**src/rtl/oric_ram_bridge.sv**
```systemverilog
// Bridges the Oric core's strobe-driven 8-bit RAM bus onto a toggle-handshake
// 16-bit SDRAM port, with a one-deep pending slot and an ack watchdog.
module oric_ram_bridge #(
    parameter int TIMEOUT = 255
) (
    input  logic        clk,
    input  logic        res_n,
    input  logic        ram_cs,
    input  logic        ram_oe,
    input  logic        ram_we,
    input  logic [15:0] ram_ad,
    input  logic [7:0]  ram_d,
    output logic [7:0]  ram_q,
    output logic        port_req,
    input  logic        port_ack,
    output logic [15:0] port_a,
    output logic [1:0]  port_ds,
    output logic        port_we,
    output logic [15:0] port_d,
    input  logic [15:0] port_q,
    output logic        busy,
    output logic        err,
    output logic        ovf
);
    localparam int WDW = $clog2(TIMEOUT + 1);
    localparam logic [WDW-1:0] WD_LIMIT = WDW'(TIMEOUT);

    typedef enum logic [1:0] {IDLE, WAIT, DONE} state_t;
    state_t state;

    logic [1:0]     cs_s, oe_s, we_s;
    logic           rd_lvl, wr_lvl, rd_lvl_d, wr_lvl_d;
    logic           rd_ev, wr_ev, ad_ev, any_ev;
    logic           ev_q;
    logic [15:0]    cap_ad;
    logic [7:0]     cap_d;
    logic           cap_we;
    logic           pend_valid;
    logic [15:0]    pend_ad;
    logic [7:0]     pend_d;
    logic           pend_we;
    logic           ack_d, ack_edge;
    logic [WDW-1:0] wdog;
    logic           issue_en, issue_pend, store_ev;
    logic [15:0]    issue_ad;
    logic [7:0]     issue_d;
    logic           issue_we;

    assign rd_lvl   = cs_s[1] & oe_s[1];
    assign wr_lvl   = cs_s[1] & we_s[1];
    assign rd_ev    = rd_lvl & ~rd_lvl_d;
    assign wr_ev    = wr_lvl & ~wr_lvl_d;
    assign ad_ev    = rd_lvl & (ram_ad != cap_ad);
    assign any_ev   = rd_ev | wr_ev | ad_ev;
    assign ack_edge = port_ack ^ ack_d;
    assign busy     = (state != IDLE) | pend_valid;

    // Strobe synchronisers and registered event detection; cap_ad doubles as
    // the last-detected address so a held read re-fires when the address moves.
    always_ff @(posedge clk or negedge res_n) begin
        if (!res_n) begin
            cs_s     <= '0;
            oe_s     <= '0;
            we_s     <= '0;
            rd_lvl_d <= 1'b0;
            wr_lvl_d <= 1'b0;
            ev_q     <= 1'b0;
            cap_ad   <= '0;
            cap_d    <= '0;
            cap_we   <= 1'b0;
        end else begin
            cs_s     <= {cs_s[0], ram_cs};
            oe_s     <= {oe_s[0], ram_oe};
            we_s     <= {we_s[0], ram_we};
            rd_lvl_d <= rd_lvl;
            wr_lvl_d <= wr_lvl;
            ev_q     <= any_ev;
            if (any_ev) begin
                cap_ad <= ram_ad;
                cap_d  <= ram_d;
                cap_we <= wr_lvl;
            end
        end
    end

    always_comb begin
        issue_en   = 1'b0;
        issue_pend = 1'b0;
        case (state)
            IDLE: begin
                issue_en   = pend_valid | ev_q;
                issue_pend = pend_valid;
            end
            DONE: begin
                issue_en   = pend_valid;
                issue_pend = pend_valid;
            end
            default: ;
        endcase
        issue_ad = issue_pend ? pend_ad : cap_ad;
        issue_d  = issue_pend ? pend_d  : cap_d;
        issue_we = issue_pend ? pend_we : cap_we;
        store_ev = ev_q & ~(issue_en & ~issue_pend);
    end

    // Request FSM: issue, wait for an ack edge or the watchdog, one DONE cycle.
    always_ff @(posedge clk or negedge res_n) begin
        if (!res_n) begin
            state      <= IDLE;
            ram_q      <= 8'h00;
            port_req   <= 1'b0;
            port_a     <= '0;
            port_ds    <= 2'b11;
            port_we    <= 1'b0;
            port_d     <= '0;
            err        <= 1'b0;
            ovf        <= 1'b0;
            ack_d      <= 1'b0;
            wdog       <= '0;
            pend_valid <= 1'b0;
            pend_ad    <= '0;
            pend_d     <= '0;
            pend_we    <= 1'b0;
        end else begin
            ack_d <= port_ack;

            if (store_ev) begin
                pend_valid <= 1'b1;
                pend_ad    <= cap_ad;
                pend_d     <= cap_d;
                pend_we    <= cap_we;
                if (pend_valid && !issue_pend)
                    ovf <= 1'b1;
            end else if (issue_pend) begin
                pend_valid <= 1'b0;
            end

            if (issue_en) begin
                port_a   <= issue_ad;
                port_we  <= issue_we;
                port_d   <= {issue_d, issue_d};
                port_ds  <= issue_we ? (issue_ad[0] ? 2'b10 : 2'b01) : 2'b11;
                port_req <= ~port_req;
                wdog     <= '0;
                state    <= WAIT;
            end else begin
                case (state)
                    WAIT: begin
                        if (ack_edge) begin
                            if (!port_we)
                                ram_q <= port_a[0] ? port_q[15:8] : port_q[7:0];
                            state <= DONE;
                        end else if (wdog == WD_LIMIT) begin
                            err <= 1'b1;
                            if (!port_we)
                                ram_q <= 8'hFF;
                            state <= DONE;
                        end else begin
                            wdog <= wdog + 1'b1;
                        end
                    end
                    default: state <= IDLE;
                endcase
            end
        end
    end
endmodule

```
**config.mk**
```make
export PLATFORM = sky130hd
export DESIGN_NAME = oric_ram_bridge
export DESIGN_NICKNAME = d
export VERILOG_FILES = /design/src/rtl/oric_ram_bridge.sv
export SDC_FILE = /design/constraint.sdc
export NUM_CORES = 1
export LEC_CHECK = 0
export CORE_AREA = 10 10 105 107
export DETAILED_ROUTE_END_ITERATION = 8
export DIE_AREA = 0 0 115 117
export PLACE_DENSITY = 0.92
export SLEW_MARGIN = 20
export SYNTH_ARGS = -nofsm -noshare
export SYNTH_HDL_FRONTEND = slang
export SYNTH_SLANG_ARGS = --single-unit
export TNS_END_PERCENT = 20
```
**constraint.sdc**
```tcl
create_clock -name clk -period 5.33 [get_ports clk]
set_clock_uncertainty 0.15 [all_clocks]
set_input_delay 1.3325 -clock clk [delete_from_list [all_inputs] [get_ports clk]]
set_output_delay 1.3325 -clock clk [all_outputs]
set_load 0.02 [all_outputs]
```
; Word level (Yosys, flattened, before mapping)
; Index checks and enable logic that the tools add are counted.
[totals]
register_bits = 117
inputBits = 46
output_inout_bits = 47
wordCells = 87
[op_classes]
add_sub_neg = 1
eq_ne = 9
muxes = 22
bitwise = 19
n_reduce_logical = 12
[ops]
columns = operator, count
row1 = $mux W8, 10
row2 = $mux W16, 1
row3 = $ne A16 B16 Y1, 1
row4 = $mux W2, 6
row5 = $add A8 B1 Y8 const B, 1
row6 = $eq A8 B8 Y1 const B, 1
row7 = $reduce_bool A2 Y1, 4
row8 = $and A1 B1 Y1, 7
row9 = $not A1 Y1, 7
row10 = $ne A2 B2 Y1 const B, 3
row11 = $reduce_and A5 Y1, 1
row12 = $mux W1, 4
row13 = $ne A4 B4 Y1 const B, 1
row14 = $or A1 B1 Y1, 4
row15 = $reduce_and A4 Y1, 1
row16 = $reduce_and A3 Y1, 1
row17 = $eq A2 B1 Y1 const B, 1
row18 = $eq A2 B2 Y1 const B, 1
row19 = $logic_not A2 Y1, 1
row20 = $ne A2 B1 Y1 const B, 1
row21 = $pmux W1 S2, 1
row22 = $reduce_and A2 Y1, 1
row23 = $reduce_or A2 Y1, 1
row24 = $logic_and A1 B1 Y1, 1
row25 = 2 further kinds, 2

; Longest topological paths before layout
; Gate-level depths: netlist of the first run.
[logic_depth]
ltp_word = 8
ltp_mapped = 6
ltp_nobuf = 6

; Least setup slack after synthesis of the first run
; Ideal clock, no wire load.
[synth_timing]
path_kind = input-to-reg
from = in ram_ad[14]
to = reg cap_ad[10]
setup_ns = 0.125
arrival_time_ns = 2.502
t_required_ns = 5.055
path_slack_ns = 2.553
path_stages = 6
n_path_buf = 1
path_cell_list = xnor2_1 nand4_1 nor3_2 a41oi_4 buf_6 mux2_4
[synth_between]
elab_chain_len = 3
[synth_rtl]
columns = item, line
row1 = start: declaration, 11  ; input logic [15:0] ram_ad,
row2 = $ne A16 B16 Y1, 53  ; assign ad_ev = rd_lvl & (ram_ad != cap_ad);
row3 = $and A1 B1 Y1, 53
row4 = $or A1 B1 Y1, 54  ; assign any_ev = rd_ev | wr_ev | ad_ev;
row5 = end signal: assignment, 79  ; cap_ad <= ram_ad;
row6 = end: declaration, 35  ; logic [15:0] cap_ad;
; No other way between the ends.
; A chain may end at the register's enable or synchronous reset.

; Worst setup path in the final report of the first run
[layout_timing]
from = in ram_ad[4]
to = reg cap_ad[0]
; The elaborated chain is that of the path after synthesis.

==> flow_metrics.tcl, run 1 <==
set metrics [dict create \
    syn_inst 360 \
    post_cts_resized 0 \
    dr_wl_met3_um 831 \
    m1WireLength_um 4130 \
    worst_setup_path_start_kind "primary input" \
    slew_headroom_pct 41.4 \
    drt_first_pass_iters 4 \
    cp_cell_sequence "clkdlybuf4s50_1 -> xor2_1 -> nor4_4 -> a41oi_4 -> buf_4 -> mux2_2" \
    finalCritPeriodShare_pct 64.7 \
    netlist_area_um2 4730 \
    hold_viol_final 0 \
    num_rows 35 \
    crit_slowest_cell "a41oi_4" \
    cp_max_fo 16 \
    synth-warning-count 0 \
    grt_pass1_wl_um 16400 \
    place_congestion 0.756 \
    ios 93 \
    worst_pin_slew_ns 0.879 \
    irDropWorstVdd_mv 0.304 \
    ys_seq_area_share_pct 57.7 \
    maxSlewViolCount 0 \
    clockBufferDepth 2 \
    clk_pin_slew_ns 0.11 \
    insertion_delay_ns 0.37 \
    r2r_cells 5 \
    maxCapViolCount 0 \
    synthDistinctLibCells 39 \
    dp.cells 544 \
    async_flop_share_pct 100 \
    critPathCaptureType "flop" \
    power_uw 3210 \
    grt_pass1_vias 3243 \
    rsz0062_at_grt "false" \
    grt.total_usage_pct 15.2 \
    top_layer "met4" \
    ys_seq_elements 109 \
    critPathArrivalTime_ns 3.55 \
    synthFlopType "dfrtp_1" \
    drtAntennaViolNets 0 \
    route.met2.wl_um 4910 \
    syn2layout_area_growth_pct 25.4 \
    cts_tree "yes" \
    leakagePower_uw 0.00261 \
    final_common_cell "dfrtp_1" \
    num_vias 3021 \
    nets 492 \
    avgSynthCellArea_um2 13.1 \
    cts_buffers 9 \
    grt_remaining_overflow 0 \
    cts_htree_levels 3 \
    cp.required_ns 5.43 \
    finalSetupTns_ns 0 \
    antenna_found_initial 0 \
    synth_edf_count 0 \
    drc_errors 0 \
    via_per_inst 5.39 \
    crit_path_max_incr_delay_ns 0.56 \
    layout_common_cells "dfrtp_1 (107), clkdlybuf4s50_1 (91), nand2_1 (42)" \
    start_util_pct 52.4 \
    grt_max_degree 74 \
    wl_per_cell_um 17.9 \
    synth_nets 407 \
    finalNonFillerCells 561 \
    io_buffers 92 \
    finalSetupViolations 0 \
    ctsHoldBuffers 0 \
    fmax_ghz 0.290 \
    fp.dieW_um 115 \
    core-area_um2 9020 \
    hold_depth 0 \
    die_h_um 117 \
    cts.sinks 109 \
    dieArea_um2 13500 \
    utilization_pct 65.8 \
    final.min_clock_period_ns 3.45 \
    place_hpwl_um 7260 \
    path_class "primary input to flop" \
    final_layout_size_suffix_gt1_share_pct 18.0 \
    diodes 0 \
    power_density_nw_per_um2 542 \
    wirelength_um 10000 \
    drtIter0Drc 125 \
    post_cts_buffers 0 \
    cts_root_buf "clkbuf_8" \
    status "finished clean" \
    hp-class "flop to flop" \
]
critical path, delay by kind of cell:
family,cells,cell delay (ns)
AND/OR/NAND/NOR,1,0.09
AO/OA/AOI/OAI,1,0.56
buffers and inverters,2,0.90
multiplexers,1,0.37
XOR/XNOR,1,0.29
kinds of logic (layout without fill, tap and decap cells):
| group | after synthesis | in the layout | share of synthesized area [%] |
|---|---|---|---|
| flops | 109 | 109 | 57.7 |
| xor+xnor | 23 | 23 | 4.26 |
| compound gates | 46 | 46 | 6.88 |
| simple gates | 76 | 76 | 7.72 |
| buf+inv | 23 | 113 | 2.96 |
| fa+ha+maj | 1 | 1 | 0.265 |
| mux | 82 | 82 | 20.2 |
cell usage after synthesis (2+ instances only):
cell         n  area (um2)
nand3_1      6        30.0
nand2b_1     3        18.8
nand4_1      4        25.0
buf_2        4        20.0
nor3_1       3        15.0
nand2_1     42         158
mux2_2      29         327
nor2b_1      2        12.5
buf_6        2        22.5
clkbuf_1     6        22.5
nor2_1       9        33.8
mux2_4      19         285
o21ai_0     28         140
mux2_1       2        22.5
mux2i_1     32         320
o21bai_1     2        15.0
buf_4        9        67.6
a2bb2oi_1    8        70.1
dfstp_2      2        52.6
xnor2_1     18         158
dfrtp_1    107        2680
and2_1       2        12.5
xor2_1       5        43.8
sequential cells by signal (all words and copies together) (netlist names), 2 cells and up:
register,count
cap_ad,16
cs_s,2
pend_ad,16
wdog,8
port_d,8
port_a,16
we_s,2
oe_s,2
pend_d,8
state,2
ram_q,8
port_ds,2
cap_d,8
stage by stage:
stage | worst slack [ns] | hold WS [ns] | area (um2)
6_report | 1.88 | 0.209 | 5930
5_1_grt | 1.79 | 0.216 | 5930
4_1_cts | 1.89 | 0.206 | 5900
3_5_place_dp | 1.51 | 0.189 | 5690
3_3_place_gp | 1.59 | 0.185 | 5690
2_1_floorplan | 2.55 | 0.181 | 4730
final cells by class:
| class | instances | area (um2) |
|---|---|---|
| clock inverter | 5 | 66.3 |
| tap | 111 | 139 |
| clock buffer | 11 | 151 |
| sequential | 109 | 2730 |
| timing repair buffer | 96 | 968 |
| multi-input combinational | 228 | 1870 |
| fill | 655 | 3090 |
| inverter | 1 | 3.75 |
layer usage:
| metal | vias up | track usage, % |
|---|---|---|
| met3 | 15 | 5.25 |
| met2 | 92 | 25.2 |
| met5 | - | 0 |
| met1 | 1496 | 18.2 |
| met4 | 0 | 4.54 |
| li1 | 1418 | - |
report_power, final:
part | leakage (uW) | total, uW | switching [uW] | internal [uW]
logic | 0.00120 | 1360 | 675 | 685
registers | 0.00130 | 1320 | 208 | 1120
clock network | 0.000108 | 531 | 282 | 249
worst paths after layout:
path | startpoint | endpoint | slack (ns)
max in group asynchronous | res_n | wdog[7]$_DFFE_PN0P_ | 3.10
worst min register to register | cs_s[0]$_DFF_PN0_ | cs_s[1]$_DFF_PN0_ | 0.21
worst max register to register | cap_ad[4]$_DFFE_PN0P_ | cap_ad[0]$_DFFE_PN0P_ | 2.90
min in group asynchronous | res_n | pend_valid$_DFFE_PN0P_ | 0.93
worst min-delay path | cs_s[0]$_DFF_PN0_ | cs_s[1]$_DFF_PN0_ | 0.21
worst max-delay path | ram_ad[4] | cap_ad[0]$_DFFE_PN0P_ | 1.88
Power figures use the tool's default switching activity.
==> inputs of run 2 (changes only) <==
- CORE_AREA: 10 10 105 107 -> 10 10 112 114
- DIE_AREA: 0 0 115 117 -> 0 0 122 124
- PLACE_DENSITY: 0.92 -> 0.85
- clock period: 5.33 -> 2.85 ns (I/O delays scaled with it)
==> flow_metrics.tcl, run 2 (synthesized netlist as in run 1, its figures left out) <==
set metrics [dict create \
    place_congestion 0.805 \
    crit_path_max_incr_delay_ns 0.56 \
    postPlaceCellArea_um2 5780 \
    dieArea_um2 15100 \
    critPathArrivalTime_ns 1.82 \
    maxCapViolCount 0 \
    syn2layout_area_growth_pct 26.0 \
    finalNonFillerCells 590 \
    clk_pin_slew_ns 0.10 \
    cts_buffers 9 \
    num_rows 37 \
    leakagePower_uw 0.00260 \
    grt_remaining_overflow 0 \
    path_class "flop to output port" \
    fp.dieW_um 122 \
    cp_max_fo 9 \
    grt_pass1_vias 3107 \
    cp.buffers_inverters 1 \
    cts.sinks 109 \
    multiInputGateArea_um2 1870 \
    io_buffers 92 \
    drtIter0Drc 100 \
    final.min_clock_period_ns 2.69 \
    cts_htree_levels 3 \
    ctsHoldBuffers 0 \
    fill_cells 791 \
    drt_first_pass_iters 4 \
    cts_tree "yes" \
    cts_root_buf "clkbuf_8" \
    via_per_inst 5.03 \
    hp-class "primary input to async pin" \
    finalCritPeriodShare_pct 94.3 \
    drtAntennaViolNets 0 \
    power_uw 5830 \
    power_density_nw_per_um2 978 \
    irDropWorstVdd_mv 0.430 \
    cp_cell_sequence "or3_1 -> clkdlybuf4s50_1" \
    rsz0062_at_grt "false" \
    core-area_um2 10200 \
    fmax_ghz 0.372 \
    hold_viol_final 0 \
    finalSetupViolations 0 \
    wl_per_cell_um 16.9 \
    cp.required_ns 1.99 \
    final_layout_size_suffix_gt1_share_pct 18.5 \
    critPathCaptureType "output port" \
    worst_pin_slew_ns 0.877 \
    antenna_found_initial 0 \
    post_cts_resized 0 \
    place_hpwl_um 7380 \
    grt.total_usage_pct 13.4 \
    crit_slowest_cell "clkdlybuf4s50_1" \
    utilization_pct 58.2 \
    grt_pass1_wl_um 16100 \
    finalSetupTns_ns 0 \
    design_area_um2 5960 \
    cp_top_family "buffers and inverters" \
    drc_errors 0 \
    layout_common_cells "dfrtp_1 (107), clkdlybuf4s50_1 (91), nand2_1 (42)" \
    clockBufferDepth 2 \
    insertion_delay_ns 0.36 \
    diodes 0 \
    status "finished clean" \
    regArea_um2 2730 \
    num_vias 2968 \
    slew_headroom_pct 41.1 \
    worst_setup_path_start_kind "flop" \
    final_common_cell "dfrtp_1" \
    dp.cells 574 \
    die_h_um 124 \
    top_regs "cap_ad x16, pend_ad x16, port_a x16" \
    nets 496 \
    reg2reg_setup_slack_ns 0.72 \
    maxSlewViolCount 0 \
    post_cts_buffers 0 \
    grt_max_degree 41 \
    ios 93 \
    wirelength_um 9950 \
    start_util_pct 46.2 \
]
[run 2: cell count changes in the layout (fill, tap and decap cells not counted), sizes merged]
| cell | delta |
|---|---|
| bufinv | -1 |
| clkinvlp | +1 |
| clkinv | +2 |
| inv | -1 |
| buf | +4 |
| clkbuf | -1 |
[run 2: layout make-up]
class                   instances  area share, %
multi-input cells             228           31.4
inverters                       1         0.0630
flip-flops and latches        109           45.8
clock inverters                 6          0.819
well taps                     136           2.86
clock buffers                  10           2.14
repair buffers                100           16.8
[run 2: worst register-to-register path, cell delays in order, from the launching register on]
cell       delay (ns)
dfrtp_1          0.42
ha_1             0.21
nand3_1          0.19
nor2_1           0.22
nand3_1          0.15
a211oi_2         0.52
a2bb2oi_1        0.21
[run 2: power by group]
part           total (uW)  switching [uW]  internal, uW
sequential           2440             357          2090
combinational        2530            1270          1260
clock                 851             525           326
total                5830            2150          3670
[run 2: metal layers]
metal | global-route usage [%] | up-vias | share of wire, %
met5 | 0 | - | 0
met4 | 4.99 | 0 | 1.3
met3 | 4.21 | 11 | 6.3
met2 | 21.7 | 67 | 48
met1 | 16.4 | 1461 | 44
li1 | - | 1429 | -
[run 2: worst paths after layout]
kind,startpoint,endpoint,cells past startpoint
min in group clk,cs_s[0]$_DFF_PN0_,cs_s[1]$_DFF_PN0_,0
max reg2reg,wdog[0]$_DFFE_PN0P_,ram_q[1]$_DFFE_PN0P_,6
max in group asynchronous,res_n,wr_lvl_d$_DFF_PN0_,2
min reg2reg,cs_s[0]$_DFF_PN0_,cs_s[1]$_DFF_PN0_,0
max,state[0]$_DFFE_PN0P_,busy,2
min,res_n,ram_q[4]$_DFFE_PN0P_,1
[run 2: through the flow]
| stage | hold slack, ns | setup slack [ns] |
|---|---|---|
| after CTS | 0.132 | 0.145 |
| after detailed placement | 0.186 | 0.0618 |
| after global routing | 0.148 | 0.0761 |
| after floorplan | 0.181 | 0.693 |
| after global placement | 0.183 | 0.137 |
| final | 0.135 | 0.163 |
==> inputs of run 3 (changes only) <==
- SETUP_SLACK_MARGIN: default -> 0.15
==> flow_metrics.tcl, run 3 (synthesized netlist as in run 1, its figures left out) <==
set metrics [dict create \
    status "finished clean" \
    final.min_clock_period_ns 2.46 \
    finalSetupViolations 0 \
    path_class "flop to output port" \
    grt.total_usage_pct 13.4 \
    hp-class "primary input to async pin" \
    maxCapViolCount 0 \
    reg2reg_setup_slack_ns 0.72 \
    multiInputGateArea_um2 1870 \
    final_layout_size_suffix_gt1_share_pct 18.5 \
    core-area_um2 10200 \
    clockBufferDepth 2 \
    grt_pass1_vias 3107 \
    cts_tree "yes" \
    drc_errors 0 \
    wl_per_cell_um 16.9 \
    crit_start "state[0]$_DFFE_PN0P_" \
    cts_htree_levels 3 \
    cts_root_buf "clkbuf_8" \
    ios 93 \
    grt_pass1_wl_um 16100 \
    diodes 0 \
    regArea_um2 2730 \
    drt_first_pass_iters 4 \
    grt_remaining_overflow 0 \
    hold_viol_final 0 \
    fmax_ghz 0.406 \
    cp.required_ns 1.99 \
    timing.rr.start "wdog[0]$_DFFE_PN0P_" \
    cp_max_fo 9 \
    antenna_found_initial 0 \
    start_util_pct 46.2 \
    clk_pin_slew_ns 0.10 \
    critPathArrivalTime_ns 1.60 \
    layout_common_cells "dfrtp_1 (107), clkdlybuf4s50_1 (90), nand2_1 (42)" \
    io_buffers 92 \
    cts.sinks 109 \
    place_hpwl_um 7380 \
    ctsHoldBuffers 0 \
    power_density_nw_per_um2 977 \
    drtAntennaViolNets 0 \
    worst_setup_path_start_kind "flop" \
    rsz0062_at_grt "false" \
    num_rows 37 \
    via_per_inst 5.03 \
    drtIter0Drc 100 \
    num_vias 2968 \
    final_common_cell "dfrtp_1" \
    wirelength_um 9950 \
    place_congestion 0.805 \
    cts_buffers 9 \
    slew_headroom_pct 41.1 \
    grt_max_degree 41 \
    fp.dieW_um 122 \
    die_h_um 124 \
    insertion_delay_ns 0.36 \
    worst_pin_slew_ns 0.877 \
    syn2layout_area_growth_pct 25.9 \
    top_regs "cap_ad x16, pend_ad x16, port_a x16" \
    irDropWorstVdd_mv 0.417 \
    leakagePower_uw 0.00260 \
    dieArea_um2 15100 \
    critPathCaptureType "output port" \
    post_cts_buffers 0 \
    maxSlewViolCount 0 \
    finalSetupTns_ns 0 \
    utilization_pct 58.2 \
    finalCritPeriodShare_pct 86.3 \
    nets 496 \
    fill_cells 792 \
]
## run 3: cell types whose count changed in the layout (fill, tap and decap cells not counted), sizes merged
cell,previous run,this run
dlygate4sd2,0,1
clkdlybuf4s50,91,90
## run 3: repair_timing
action	in CTS	in global routing
endpoints found under the hold margin	0	0
resized for setup	1	0
endpoints found under the setup margin	1	0
## run 3: where the power goes
part	internal, uW	switching, uW
Combinational	1260	1270
Clock	326	525
Sequential	2090	357
## run 3: stage by stage
step | instance area, um2 | instances | total power (uW) | hold WS, ns | worst slack (ns)
final | 5960 | 590 | 5820 | 0.135 | 0.389
after global routing | 5960 | 590 | 6190 | 0.148 | 0.305
after CTS | 5960 | 590 | 5900 | 0.132 | 0.373
after detailed placement | 5780 | 574 | 5050 | 0.186 | 0.0618
after global placement | 5780 | 574 | 4940 | 0.183 | 0.137
after floorplan | 4730 | 360 | 4020 | 0.181 | 0.693
## run 3: path summary, 6_finish.rpt
kind                                        endpoint  depth (start not counted)
worst max-delay path                            busy                          2
worst min-delay path            ram_q[4]$_DFFE_PN0P_                          1
worst max register to register  ram_q[1]$_DFFE_PN0P_                          6
worst min register to register     cs_s[1]$_DFF_PN0_                          0
max in group asynchronous         wr_lvl_d$_DFF_PN0_                          2
min in group clk                   cs_s[1]$_DFF_PN0_                          0
## run 3: critical path, stage by stage, from the launching register on
cell	delay [ns]
dfrtp_1	0.48
or3_1	0.42
dlygate4sd2_1	0.34
## run 3: layout make-up
class                           count  share of cell area (%)
Inverter                            1                  0.0630
Clock buffer                       10                    2.14
Sequential cell                   109                    45.8
Tap cell                          136                    2.86
Timing Repair Buffer              100                    16.8
Multi-Input combinational cell    228                    31.4
Clock inverter                      6                   0.819
## run 3: layer usage
metal  vias to the layer above  wire length, um  track usage [%]  share of wire, %
li1                       1429                -                -                 -
met1                      1461             4360             16.4                44
met2                        67             4820             21.7                48
met3                        11              631             4.21               6.3
met4                         0              131             4.99               1.3
met5                         -                0                0                 0
